$ cat src/rtl/xor_cipher_engine.sv
// Multi-mode XOR block cipher core: static, rolling and chained key modes.
// Processes one KEY_SIZE chunk per enabled cycle with a start/done/ack handshake.
module xor_cipher_engine #(
   parameter int MSG_SIZE = 64,
   parameter int KEY_SIZE = 8
) (
   input  logic                                         clk,
   input  logic                                         rst,
   input  logic                                         ena,
   input  logic                                         iStart,
   input  logic                                         iDecrypt,
   input  logic [1:0]                                   iMode,
   input  logic [MSG_SIZE-1:0]                          iMessage,
   input  logic [KEY_SIZE-1:0]                          iKey,
   input  logic [KEY_SIZE-1:0]                          iIV,
   input  logic                                         iAck,
   output logic                                         oBusy,
   output logic                                         oDone,
   output logic [$clog2(MSG_SIZE/KEY_SIZE):0]           oCiphertext_counter,
   output logic [MSG_SIZE-1:0]                          oCiphertext
);

   localparam int NUM_CHUNKS = MSG_SIZE / KEY_SIZE;
   localparam int CW         = $clog2(NUM_CHUNKS) + 1;

   typedef enum logic [1:0] {
      S_IDLE,
      S_PROC,
      S_DONE
   } state_t;

   state_t               state_q, state_d;
   logic [MSG_SIZE-1:0]  msg_q, msg_d;
   logic [KEY_SIZE-1:0]  key_q, key_d;
   logic [KEY_SIZE-1:0]  fb_q, fb_d;
   logic [1:0]           mode_q, mode_d;
   logic                 dec_q, dec_d;
   logic [CW-1:0]        cnt_q, cnt_d;
   logic [MSG_SIZE-1:0]  ct_q, ct_d;
   logic                 busy_q, busy_d;
   logic                 done_q, done_d;

   logic [KEY_SIZE-1:0]  chunk_in;
   logic [KEY_SIZE-1:0]  chunk_out;

   // The latched message shifts right each chunk, so the current chunk is always at the bottom.
   assign chunk_in = msg_q[KEY_SIZE-1:0];

   always_comb begin
      if (mode_q == 2'b10) chunk_out = chunk_in ^ key_q ^ fb_q;
      else                 chunk_out = chunk_in ^ key_q;
   end

   always_comb begin
      state_d = state_q;
      msg_d   = msg_q;
      key_d   = key_q;
      fb_d    = fb_q;
      mode_d  = mode_q;
      dec_d   = dec_q;
      cnt_d   = cnt_q;
      ct_d    = ct_q;
      busy_d  = busy_q;
      done_d  = done_q;
      if (ena) begin
         case (state_q)
            S_IDLE: begin
               if (iStart) begin
                  msg_d   = iMessage;
                  key_d   = iKey;
                  fb_d    = iIV;
                  mode_d  = iMode;
                  dec_d   = iDecrypt;
                  cnt_d   = '0;
                  ct_d    = '0;
                  busy_d  = 1'b1;
                  state_d = S_PROC;
               end
            end
            S_PROC: begin
               for (int unsigned i = 0; i < NUM_CHUNKS; i++) begin
                  if (cnt_q == CW'(i)) ct_d[i*KEY_SIZE +: KEY_SIZE] = chunk_out;
               end
               msg_d = msg_q >> KEY_SIZE;
               if (mode_q == 2'b01) key_d = {key_q[KEY_SIZE-2:0], key_q[KEY_SIZE-1]};
               // Encrypt chains on produced ciphertext, decrypt on the incoming ciphertext chunk.
               fb_d  = dec_q ? chunk_in : chunk_out;
               cnt_d = cnt_q + 1'b1;
               if (cnt_q == CW'(NUM_CHUNKS - 1)) begin
                  busy_d  = 1'b0;
                  done_d  = 1'b1;
                  state_d = S_DONE;
               end
            end
            S_DONE: begin
               if (iAck) begin
                  done_d  = 1'b0;
                  state_d = S_IDLE;
               end
            end
            default: state_d = S_IDLE;
         endcase
      end
   end

   always_ff @(posedge clk) begin
      if (rst) begin
         state_q <= S_IDLE;
         msg_q   <= '0;
         key_q   <= '0;
         fb_q    <= '0;
         mode_q  <= '0;
         dec_q   <= 1'b0;
         cnt_q   <= '0;
         ct_q    <= '0;
         busy_q  <= 1'b0;
         done_q  <= 1'b0;
      end else begin
         state_q <= state_d;
         msg_q   <= msg_d;
         key_q   <= key_d;
         fb_q    <= fb_d;
         mode_q  <= mode_d;
         dec_q   <= dec_d;
         cnt_q   <= cnt_d;
         ct_q    <= ct_d;
         busy_q  <= busy_d;
         done_q  <= done_d;
      end
   end

   assign oBusy               = busy_q;
   assign oDone               = done_q;
   assign oCiphertext_counter = cnt_q;
   assign oCiphertext         = ct_q;

endmodule
$ cat config.mk
export PLATFORM = sky130hd
export DESIGN_NAME = xor_cipher_engine
export DESIGN_NICKNAME = d
export VERILOG_FILES = /design/src/rtl/xor_cipher_engine.sv
export SDC_FILE = /design/constraint.sdc
export NUM_CORES = 1
export LEC_CHECK = 0
export CORE_MARGIN = 2
export CORE_UTILIZATION = 45
export DETAILED_ROUTE_END_ITERATION = 10
export PLACE_DENSITY = 0.72
export REMOVE_ABC_BUFFERS = 1
export SYNTH_ARGS = -nofsm -noshare
export SYNTH_HDL_FRONTEND = slang
export SYNTH_SLANG_ARGS = --single-unit
$ cat constraint.sdc
create_clock -name clk -period 1.7 [get_ports clk]
set_clock_uncertainty 0.05 [all_clocks]
set_input_delay 0.51 -clock clk [delete_from_list [all_inputs] [get_ports clk]]
set_output_delay 0.51 -clock clk [all_outputs]
set_load 0.02 [all_outputs]
* Yosys cells after proc, flatten, opt, wreduce, memory -nomap -nowiden *
Cells that the tools add are included.

word-level totals
  bits of input ports = 88
  output and inout bits = 70
  flip-flop bits (word level) = 155
  word-level logic and storage cells = 90

cells by class
  eq/ne operators = 22
  bitwise logic cells = 2
  muxes and demuxes = 31
  reduce and logical (&&, ||, !) cells = 17
  $add $sub $neg = 1

operators by type and width
  operator                                                               count
  64-bit case mux with 2 select lines                                    2
  64-bit 2-to-1 mux                                                      2
  8-bit 2-to-1 mux                                                       13
  4-bit AND reduction                                                    11
  8-bit case mux with 2 select lines                                     2
  2-bit != test, second input constant                                   11
  4-bit by 3-bit equality test with 1-bit output, second input constant  4
  8-bit XOR                                                              2
  4-bit by 2-bit equality test with 1-bit output, second input constant  2
  4-bit case mux with 2 select lines                                     1
  2-bit 2-to-1 mux                                                       3
  2-bit case mux with 3 select lines                                     1
  3-bit AND reduction                                                    2
  4-bit by 1-bit adder with 4-bit output, second input constant          1
  2-bit by 1-bit equality test with 1-bit output, second input constant  2
  2-bit equality test, second input constant                             2
  4-bit by 1-bit equality test with 1-bit output, second input constant  1
  4-bit logical NOT                                                      1
  1-bit 2-to-1 mux                                                       4
  4-bit 2-to-1 mux                                                       1
  1-bit case mux with 2 select lines                                     2
  2-bit nonzero test                                                     2
  2-bit logical NOT                                                      1

* Logic depth before layout (Yosys ltp) *
  word-level depth = 5
  depth in mapped cells = 7
  gate-level depth less buffers = 6

* Least setup slack after synthesis *
Ideal clock, no wire load.

  kind = register to register
  from = reg cnt_q[0] (netlist: oCiphertext_counter[0])
  to = reg ct_q[32] (netlist: oCiphertext[32])
  period minus slack after synthesis = 1713 ps
  library setup time = 70 ps
  path buffers = 0
  path slack = -13 ps
  arrival = 1592 ps
  data required time = 1580 ps
  stages on the path, launching flop included = 7
  cells stage by stage = dfxtp_1 inv_1 ha_1 and3b_1 o211ai_1 nand2_1 a21oi_1

on the way
  word-level cells in the longest chain between the ends = 3

ends and longest elaborated chain
  element                                         line  text
  from (decl)                                     38    logic [CW-1:0] cnt_q, cnt_d;
  from (signal assigned)                          125   cnt_q <= cnt_d;
  4-bit by 3-bit equality test with 1-bit output  82    if (cnt_q == CW'(i)) ct_d[i*KEY_SIZE +: KEY_SIZE] = chunk_out;
  2-bit != test (no line)                         n/a
  4-bit AND reduction (no line)                   n/a
  to (signal assigned)                            126   ct_q <= ct_d;
  to (decl)                                       39    logic [MSG_SIZE-1:0] ct_q, ct_d;

Every way passes these cells.
A chain may end at the register's enable or synchronous reset.

* Worst setup path after layout *
  from = reg ct_q[19] (netlist: oCiphertext[19])
  to = out oCiphertext[19]

RTL lines
  element    line  text
  to (decl)  20    output logic [MSG_SIZE-1:0] oCiphertext

No word-level cell between the ends.

==> metrics.cfg <==
[sta]
whs_ns=0.381
tns_ns=0
fin_crit_sh_pct=98.3
max-slew-margin-rel_pct=64.5
tightestPinTransition_ns=0.532
setup_ws_ns=0.0295
finalSetupViolations=0
hold_violations=0
rsz0062_at_grt=false
fmax_mhz=599
final_max_slew_viol_count=0
finalCriticalPeriod_ns=1.67

[yosys]
ys.flop_type=dfxtp_1
synth_warnings=0
yosysTopAreaCellShare_pct=45.0
synth_edf_count=0
yosysSeqAreaShare_pct=45.0
ys_types=50
yosys.area_share.simple_pct=24.9
synth.area.top_cells=dfxtp_1 (45%), nand2_1 (10%), a311oi_1 (7.9%)
yosys.area.top_type=dfxtp_1
synth_common_cells=nand2_1 (185), dfxtp_1 (155), nor2_1 (86), nand3_1 (66), a21oi_1 (64)
netlist_instances=817
yosys.area_share.adder_pct=0.727
avgSynthCellArea_um2=8.43
post-synth-top-count-cell=nand2_1
synth-xor-area-share_pct=3.78
ys_ff_latch=155
synthArstFlopShare_pct=0
synth.area.mux_share_pct=0.291
syn_area_um2=6890
synth_top_family_by_area=simple AND/OR/NAND/NOR gates
synth_compound_area_share_pct=20.2

[worst_setup_path]
path_delay_family=flip-flops
crit_required_ns=1.14
path_cells=dlygate4sd2_1
slowest_delay_ns=0.35
path_class=reg -> out
cp-end-kind=primary output
slowest_stage=dfxtp_1
arrival_ns=1.11
reg2reg_slack_ns=0.11
worstPathMaxFanout=2
critPathLaunchType=flip-flop
path_buf_inv=1

[placement]
place_ws_ns=-0.519
place.detailed.hpwl_um=12900
io_buffers=157
dpl_cell_area_um2=9070
gp_congestion=0.831
dp_cells=1160

[drt]
dr.pass1.iters=5
vias=6658
post_drt_wl_per_cell_um=17.0
drc=0
postRouteWirelength_um=20300
ant_nets=0
via_per_inst=5.58
drt_iter0_markers=593

[hold_path]
hold_path.class=in -> reg

[clock_network]
cts_tree=built
cts_sinks=155
htreeDepth=4
numCtsBuffers=17
cts_buffer_depth=2
cts_root_buffer=clkbuf_16
clk_pin_slew_ns=0.06
clk-insertion-delay-late_ns=0.43

[run_status]
status=completed

[cells_and_area]
nets=1088
diodes=0
drive_gt1_share_pct=13.6
stdcell_count=1193
n_fill_cell=1271
stdcell_area_um2=9740
area_growth_pct=41.4
final_core_util_pct=64.5

[floorplanning]
start_util_pct=45.6
die_height_um=128
core_area_um2=15100
fp.dieW_um=128
boundaryPins=158
fp-row-count=45
design.die.area_um2=16300

[global_route]
grt_max_degree=100
grt_pass1_vias=6433
grt.overflow.total=0
antenna_found_initial=0
grt_pass1_wl_um=32600
grt.total_usage_pct=25.1

[job]
max_cap_violations=0

[power_and_ir_drop]
p_total_mw=9.55
powerDensity_nw_per_um2=981
vdd_drop_max_mv=0.728
p_leak_nw=3.80

[area by class of cell]
cell class              count  area (um^2)  area share (%)
well taps                 188          235            2.42
clock inverters             8          146            1.50
flip-flops and latches    155         3110            31.9
repair buffers            228         2310            23.7
clock buffers              20          437            4.48
inverters                   3         11.3           0.116
multi-input cells         591         3490            35.8
[sequential cells by signal, summed over array words and instances, names as in the netlist]
register             cells
oBusy                    1
key_q                    8
oCiphertext             64
oCiphertext_counter      4
msg_q                   64
oDone                    1
fb_q                     8
dec_q                    1
mode_q                   2
state_q                  2
[metal layers]
| layer | part of all wire [%] | track usage, % |
|---|---|---|
| met3 | 5.5 | 5.47 |
| met1 | 45 | 33.2 |
| met4 | 2.3 | 9.31 |
| met2 | 47 | 40.5 |
| met5 | 0 | 0 |
[power breakdown]
part,switching [mW],internal [mW]
Combinational,0.900,0.821
Clock,1.46,2.42
Sequential,0.123,3.82
[repair_timing]
| item | 4_1_cts | 5_1_grt |
|---|---|---|
| setup endpoints to repair | 175 | 136 |
| gates resized for setup | 83 | 49 |
| pin swaps | 2 | 6 |
| setup buffers | 2 | 1 |
| hold endpoints to repair | 0 | 0 |
| cloned | 2 | 0 |
| hold buffers | 0 | 0 |
[placed cells by master, fill, tap and decap left out, drive strengths merged, types with 2 or more instances in the layout]
master,instances
a211oi,2
a21oi,65
a22o,7
a22oi,16
a311oi,64
and3b,5
buf,73
bufinv,4
clkbuf,23
clkdlybuf4s15,25
clkdlybuf4s50,84
clkinv,2
dfxtp,155
dlygate4sd2,41
ha,4
inv,4
mux2i,2
nand2,186
nand2b,3
nand3,66
nand3b,10
nand4,2
nor2,87
nor2b,5
nor3,3
nor3b,3
o211a,6
o211ai,21
o21ai,2
or2,2
or4,7
xnor3,7
xor2,8
[kinds of logic after synthesis]
family / after synthesis
compound gates: 186
xor+xnor: 17
fa+ha+maj: 4
buf+inv: 71
flops: 155
mux: 2
simple gates: 382
[worst paths after layout]
| path | startpoint | to | depth (start not counted) |
|---|---|---|---|
| worst max-delay path | oCiphertext[19] | oCiphertext[19] | 1 |
| worst min-delay path | rst | oBusy | 3 |
| worst max register to register | state_q[0] | msg_q[11] | 7 |
| worst min register to register | oCiphertext[39] | oCiphertext[39] | 2 |
Note: power is estimated with default switching activity, not from simulation.
